--- config.mk ---
export PLATFORM = sky130hd
export DESIGN_NAME = btn_debouncer_multi
export DESIGN_NICKNAME = d
export VERILOG_FILES = /design/src/rtl/btn_debouncer_multi.sv
export SDC_FILE = /design/constraint.sdc
export NUM_CORES = 1
export LEC_CHECK = 0
export BUFFER_PORTS_ARGS = -buffer_cell sky130_fd_sc_hd__buf_2
export CORE_MARGIN = 1.5
export CORE_UTILIZATION = 48
export CTS_CLUSTER_SIZE = 30
export DETAILED_ROUTE_END_ITERATION = 6
export MAX_ROUTING_LAYER = met4
export PLACE_DENSITY = 0.73
export RECOVER_POWER = 100
export SLEW_MARGIN = 20
export SYNTH_ARGS = -nofsm -noshare
export SYNTH_HDL_FRONTEND = slang
export SYNTH_SLANG_ARGS = --single-unit
--- constraint.sdc ---
create_clock -name clk -period 0.8 [get_ports clk]
set_input_delay 0.12 -clock clk [delete_from_list [all_inputs] [get_ports clk]]
set_output_delay 0.12 -clock clk [all_outputs]
set_load 0.05 [all_outputs]
--- src/rtl/btn_debouncer_multi.sv ---
// rtl/btn_debouncer_multi.sv - multi-channel button debouncer with press/release pulses and auto-repeat
module btn_debouncer_multi #(
  parameter int                NUM_CH       = 4,
  parameter int                SAMPLES      = 3,
  parameter logic [NUM_CH-1:0] REPEAT_MASK  = '0,
  parameter int                REPEAT_DELAY = 16,
  parameter int                REPEAT_RATE  = 4
) (
  input  logic              clk,
  input  logic              rst_n,
  input  logic              sample_en,
  input  logic [NUM_CH-1:0] btn,
  output logic [NUM_CH-1:0] level,
  output logic [NUM_CH-1:0] press,
  output logic [NUM_CH-1:0] release_pulse
);

  // The repeat counter only ever needs to reach the larger of the two intervals.
  localparam int REP_MAX = (REPEAT_DELAY > REPEAT_RATE) ? REPEAT_DELAY : REPEAT_RATE;
  localparam int CW      = $clog2(REP_MAX + 1);

  typedef enum logic {
    PH_DELAY = 1'b0,
    PH_RATE  = 1'b1
  } phase_t;

  genvar i;
  generate
    for (i = 0; i < NUM_CH; i++) begin : g_ch
      localparam bit REP_EN = REPEAT_MASK[i];

      logic [SAMPLES-2:0] hist_q, hist_d;
      logic               level_q, level_d;
      logic               press_q, press_d;
      logic               rel_q, rel_d;
      logic [CW-1:0]      cnt_q, cnt_d;
      logic [CW-1:0]      cnt_inc;
      phase_t             phase_q, phase_d;
      logic [SAMPLES-1:0] win;

      // Window is the stored history plus the sample being taken this tick.
      assign win     = {hist_q, btn[i]};
      assign cnt_inc = cnt_q + CW'(1);

      // Channel state register; reset clears everything without emitting a release.
      always_ff @(posedge clk) begin
        if (!rst_n) begin
          hist_q  <= '0;
          level_q <= 1'b0;
          press_q <= 1'b0;
          rel_q   <= 1'b0;
          cnt_q   <= '0;
          phase_q <= PH_DELAY;
        end else begin
          hist_q  <= hist_d;
          level_q <= level_d;
          press_q <= press_d;
          rel_q   <= rel_d;
          cnt_q   <= cnt_d;
          phase_q <= phase_d;
        end
      end

      // Qualify level changes on a full window; otherwise advance the auto-repeat timer.
      always_comb begin
        hist_d  = hist_q;
        level_d = level_q;
        press_d = 1'b0;
        rel_d   = 1'b0;
        cnt_d   = cnt_q;
        phase_d = phase_q;
        if (sample_en) begin
          hist_d = win[SAMPLES-2:0];
          if ((&win) && !level_q) begin
            level_d = 1'b1;
            press_d = 1'b1;
            cnt_d   = '0;
            phase_d = PH_DELAY;
          end else if (!(|win) && level_q) begin
            level_d = 1'b0;
            rel_d   = 1'b1;
            cnt_d   = '0;
            phase_d = PH_DELAY;
          end else if (REP_EN && level_q) begin
            cnt_d = cnt_inc;
            case (phase_q)
              PH_DELAY: begin
                if (cnt_inc == CW'(REPEAT_DELAY)) begin
                  press_d = 1'b1;
                  cnt_d   = '0;
                  phase_d = PH_RATE;
                end
              end
              PH_RATE: begin
                if (cnt_inc == CW'(REPEAT_RATE)) begin
                  press_d = 1'b1;
                  cnt_d   = '0;
                end
              end
              default: phase_d = PH_DELAY;
            endcase
          end
        end
      end

      assign level[i]         = level_q;
      assign press[i]         = press_q;
      assign release_pulse[i] = rel_q;
    end
  endgenerate

endmodule
* Word-level counts from Yosys, hierarchy flattened
Cells that the tools add are included.
** Operators by class
- Add/subtract/negate cells :: 0
- Multipliers :: 0
- Divide/modulo/power cells :: 0
- Order comparisons :: 0
- Equality and inequality tests :: 0
- Shifts and indexed selects :: 0
- Muxes and demuxes :: 16
- Bitwise gates (word level) :: 2
- Reduce and logical (&&, ||, !) cells :: 37
** Operators with widths (number)
- OR reduction 3 bit :: 8
- two-way mux 1 bit :: 16
- AND reduction 3 bit :: 4
- AND reduction 2 bit :: 5
- logical AND 1 bit :: 8
- logical NOT 1 bit :: 8
- nonzero test 2 bit :: 4
- NOT 1 bit :: 2
** Storage, ports and cells
- Register bits :: 20
- Bits in latches :: 0
- Bits in writable memories :: 0
- ROM bits :: 0
- Input port bits :: 7
- Memories :: 0

* Logic depth before layout (Yosys ltp)
- Depth in word-level cells :: 5
- Depth in mapped cells :: 4
- Mapped depth without buffers :: 2

* Least setup slack after synthesis
No wires, ideal clock.
- Path type :: flip-flop to flip-flop
- Start point :: register g_ch[0].hist_q[0]
- End point :: register g_ch[0].level_q
- Setup time :: 73 ps
- Arrival time :: 746 ps
- Path slack :: -19 ps
- Cell stages (with the launch flop) :: 3
- Period minus slack after synthesis :: 819 ps
- Cells stage by stage :: dfxtp_1 a31oi_1 nor3_2
** On the way
- Longest elaborated chain between the ends :: 5
- Elaborated cells between the ends (all ways) :: 8
** RTL lines
- start, declared :: line 32 : logic [SAMPLES-2:0] hist_q, hist_d;
- start signal, assigned :: line 55 : hist_q <= hist_d;
- OR reduction 3 bit :: line 79 : end else if (!(|win) && level_q) begin
- logical NOT 1 bit :: line 79
- logical AND 1 bit :: line 79
- nonzero test 2 bit (no source line)
- AND reduction 2 bit (no source line)
- end signal, assigned :: line 56 : level_q <= level_d;
- end, declared :: line 33 : logic level_q, level_d;
Several ways; a longest one is shown, not always the timed one.
A chain may end at the register's enable or synchronous reset.

* Worst setup path in the final report
- Start point :: register g_ch[1].level_q
- End point :: output level[1]
** RTL lines
- start, declared :: line 33
- start signal, assigned :: line 56
- end, declared :: line 13 : output logic [NUM_CH-1:0] level,
No word-level cell between the ends.

==> metrics <==
global-route wire length before repair=2.59 mm; CP Buf/Inv Count=1; worst-margin pin slew=0.250 ns; Reg2Reg Depth=3; Setup crit end kind=output pin; largest cells by area after synthesis=dfxtp_1, buf_4, nor4b_4; TritonCTS clock tree=yes; share of layout cells above drive strength 1=68.4%; final setup fails=17; # clock sinks=20; Area Overhead vs Synth=28.1%; Final Hold Vio Count=0; clock skew=0.000400 ns; Fillers=154; failing checks=setup timing; CTS H-tree depth=1; GPL Wtd Cong=0.681; grt met2 use=24.4%; Tcrit/Tclk final=117%; via count=634; fin cells=125; initial antenna violation count=0; Mean Syn Cell Area=12.0 um2; worst min-delay path startpoint=btn[1]; M1 GR Usage=16.4%; register area share after synthesis=39.6%; die height=48.9 um; grt met3 use=2.76%; Critical Path Fanout Max=2; syn_nets=91; Die ar.=0.00239 mm2; fin. max-slew vios=0; Synth warnings=0; delay-heaviest family, CP=flip-flops; crit path launch type=flop; post-synth top area cell=dfxtp_1; placed cell count=116; Synth Area in Compound Gates=4.46%; DRT iter0 DRCs=4; Synth Instances=84; pre-CTS setup slack=-0.0433 ns; # diodes=0; grt ovf=0; internal reg-to-reg setup slack=-0.03 ns; Synth Area in Adders=0%; core outline area=0.00198 mm2; mux cell area share after synthesis=7.92%; root cell of the clock tree=clkbuf_4; dpl cell area=0.00103 mm2; Critical Setup Path Class=reg2out; Global Route Usage Sum=14.7%; r2r endpoint=g_ch[3].press_q$_SDFF_PN0_; largest stage delay on the critical path=0.37 ns; Final Instance Area=0.00129 mm2; GRT busiest layer=met2; CTS buffer count=3; reg-to-reg startpoint=g_ch[3].level_q$_SDFFE_PN0P_; DP Wirelength=977 um; minimum clock period=0.938 ns; WL per Instance=13.3 um; synth unique cells=17; RSZ-0062 raised after global routing=yes; slowest CP cell=dfxtp_2; Req. time, crit path=0.68 ns; max frequency=1070 MHz; chip width=48.9 um; hold depth=2; critical path depth=1; status=complete, but fails checks; vias in the first global route=611; initial core utilization=51.0%; PnR worst setup slack=-0.138 ns; antenna-violating nets left=0; Synth Area in XOR/XNOR=0%; WP data arrival=0.82 ns; Netlist Area Pre-Place=0.00101 mm2; Hold Crit Class=in2reg; Min-Delay Endpoint=g_ch[1].rel_q$_SDFF_PP0_; Clock transition at path regs=0.10 ns; Slew HR=83.3%; main combinational cell family by area after synthesis=simple AND/OR/NAND/NOR gates; # port buffers=18; Pre-antenna DRT Iters=4; cell area power density=1310 mW/mm2; Max clock buf depth=2; Leak Pwr=0.462 nW; Synth Register Bits=20; worst-path cell chain=buf_6; Core Rows=16; Post-route DRC=0; Yosys top cell area share=39.6%; final design utilization=65.3%; peak supply drop=0.000853 V; Synth Area in Simple Gates=35.3%; Total Routed Length=1.66 mm; largest net degree at the start of global routing=18; nets=107; IO Pins=19; Clock Latency Late Sink=0.29 ns; via/cell ratio=5.07; TNS Setup=-1.33 ns; max cap viols=0
through the flow:
step | hold slack [ns] | power (mW)
floorplan | 0.191 | 1.20
global placement | 0.388 | 1.25
detailed placement | 0.390 | 1.26
CTS | 0.0545 | 1.72
global route | 0.0596 | 1.79
finish | 0.0653 | 1.70
metal layers:
metal / part of all wire, % / vias to the layer above
met4: 2.5 / 0
met5: 0 / -
met1: 43 / 296
met3: 3.4 / 6
li1: - / 318
met2: 51 / 14
flip-flops by register name, summed over array words and instances, names as in the netlist:
name / count
g_ch.hist_q: 8
g_ch.level_q: 4
g_ch.press_q: 4
g_ch.rel_q: 4
layout by cell type, fill, tap and decap left out, drive strengths merged:
cell / instances
a31oi: 4
buf: 26
clkbuf: 3
dfxtp: 20
mux2i: 8
nand2: 1
nand2b: 4
nand4b: 4
nor2: 4
nor2b: 8
nor3: 4
nor4: 4
nor4b: 4
o21ai: 4
cells by family (layout without fill, tap and decap cells):
logic type,Yosys count,after routing
AND/OR/NAND/NOR,33,33
flip-flops,20,20
buffers and inverters,15,29
AO/OA/AOI/OAI,8,8
multiplexers,8,8
final cells by class:
class | count | area (um2) | share of cell area, %
well taps | 27 | 33.8 | 2.61
clock buffers | 3 | 22.5 | 1.74
flip-flops and latches | 20 | 443 | 34.2
multi-input cells | 49 | 520 | 40.2
repair buffers | 26 | 275 | 21.3
power breakdown:
group          switching, mW  internal, mW
registers             0.0408          1.00
logic                 0.0982         0.103
clock network          0.278         0.175
total                  0.417          1.28
worst max-delay path by stage:
stage / start / to / slack (ns)
after floorplan: g_ch[2].hist_q[0]$_SDFFE_PN0P_ / g_ch[2].level_q$_SDFFE_PN0P_ / 0.002
after global placement: g_ch[3].hist_q[0]$_SDFFE_PN0P_ / g_ch[3].level_q$_SDFFE_PN0P_ / -0.03
after detailed placement: g_ch[2].hist_q[0]$_SDFFE_PN0P_ / g_ch[2].level_q$_SDFFE_PN0P_ / -0.04
after CTS: g_ch[3].level_q$_SDFFE_PN0P_ / level[3] / -0.13
after global routing: g_ch[1].level_q$_SDFFE_PN0P_ / level[1] / -0.18
final: g_ch[1].level_q$_SDFFE_PN0P_ / level[1] / -0.14
cell usage after synthesis (all sizes together):
cell type and number:
nand2b 4, nor3 4, dfxtp 20, nand4b 4, nor2 4, o21ai 4, nor4 4, mux2i 8
nor2b 8, nand2 1, buf 15, a31oi 4, nor4b 4
repair_timing:
action,4_1_cts,5_1_grt
buffers inserted,6,0
hold buffers,0,0
setup endpoints to repair,18,26
gates resized for setup,57,12
pin swaps,7,5
gates cloned,0,0
(Power assumes the default switching activity.)
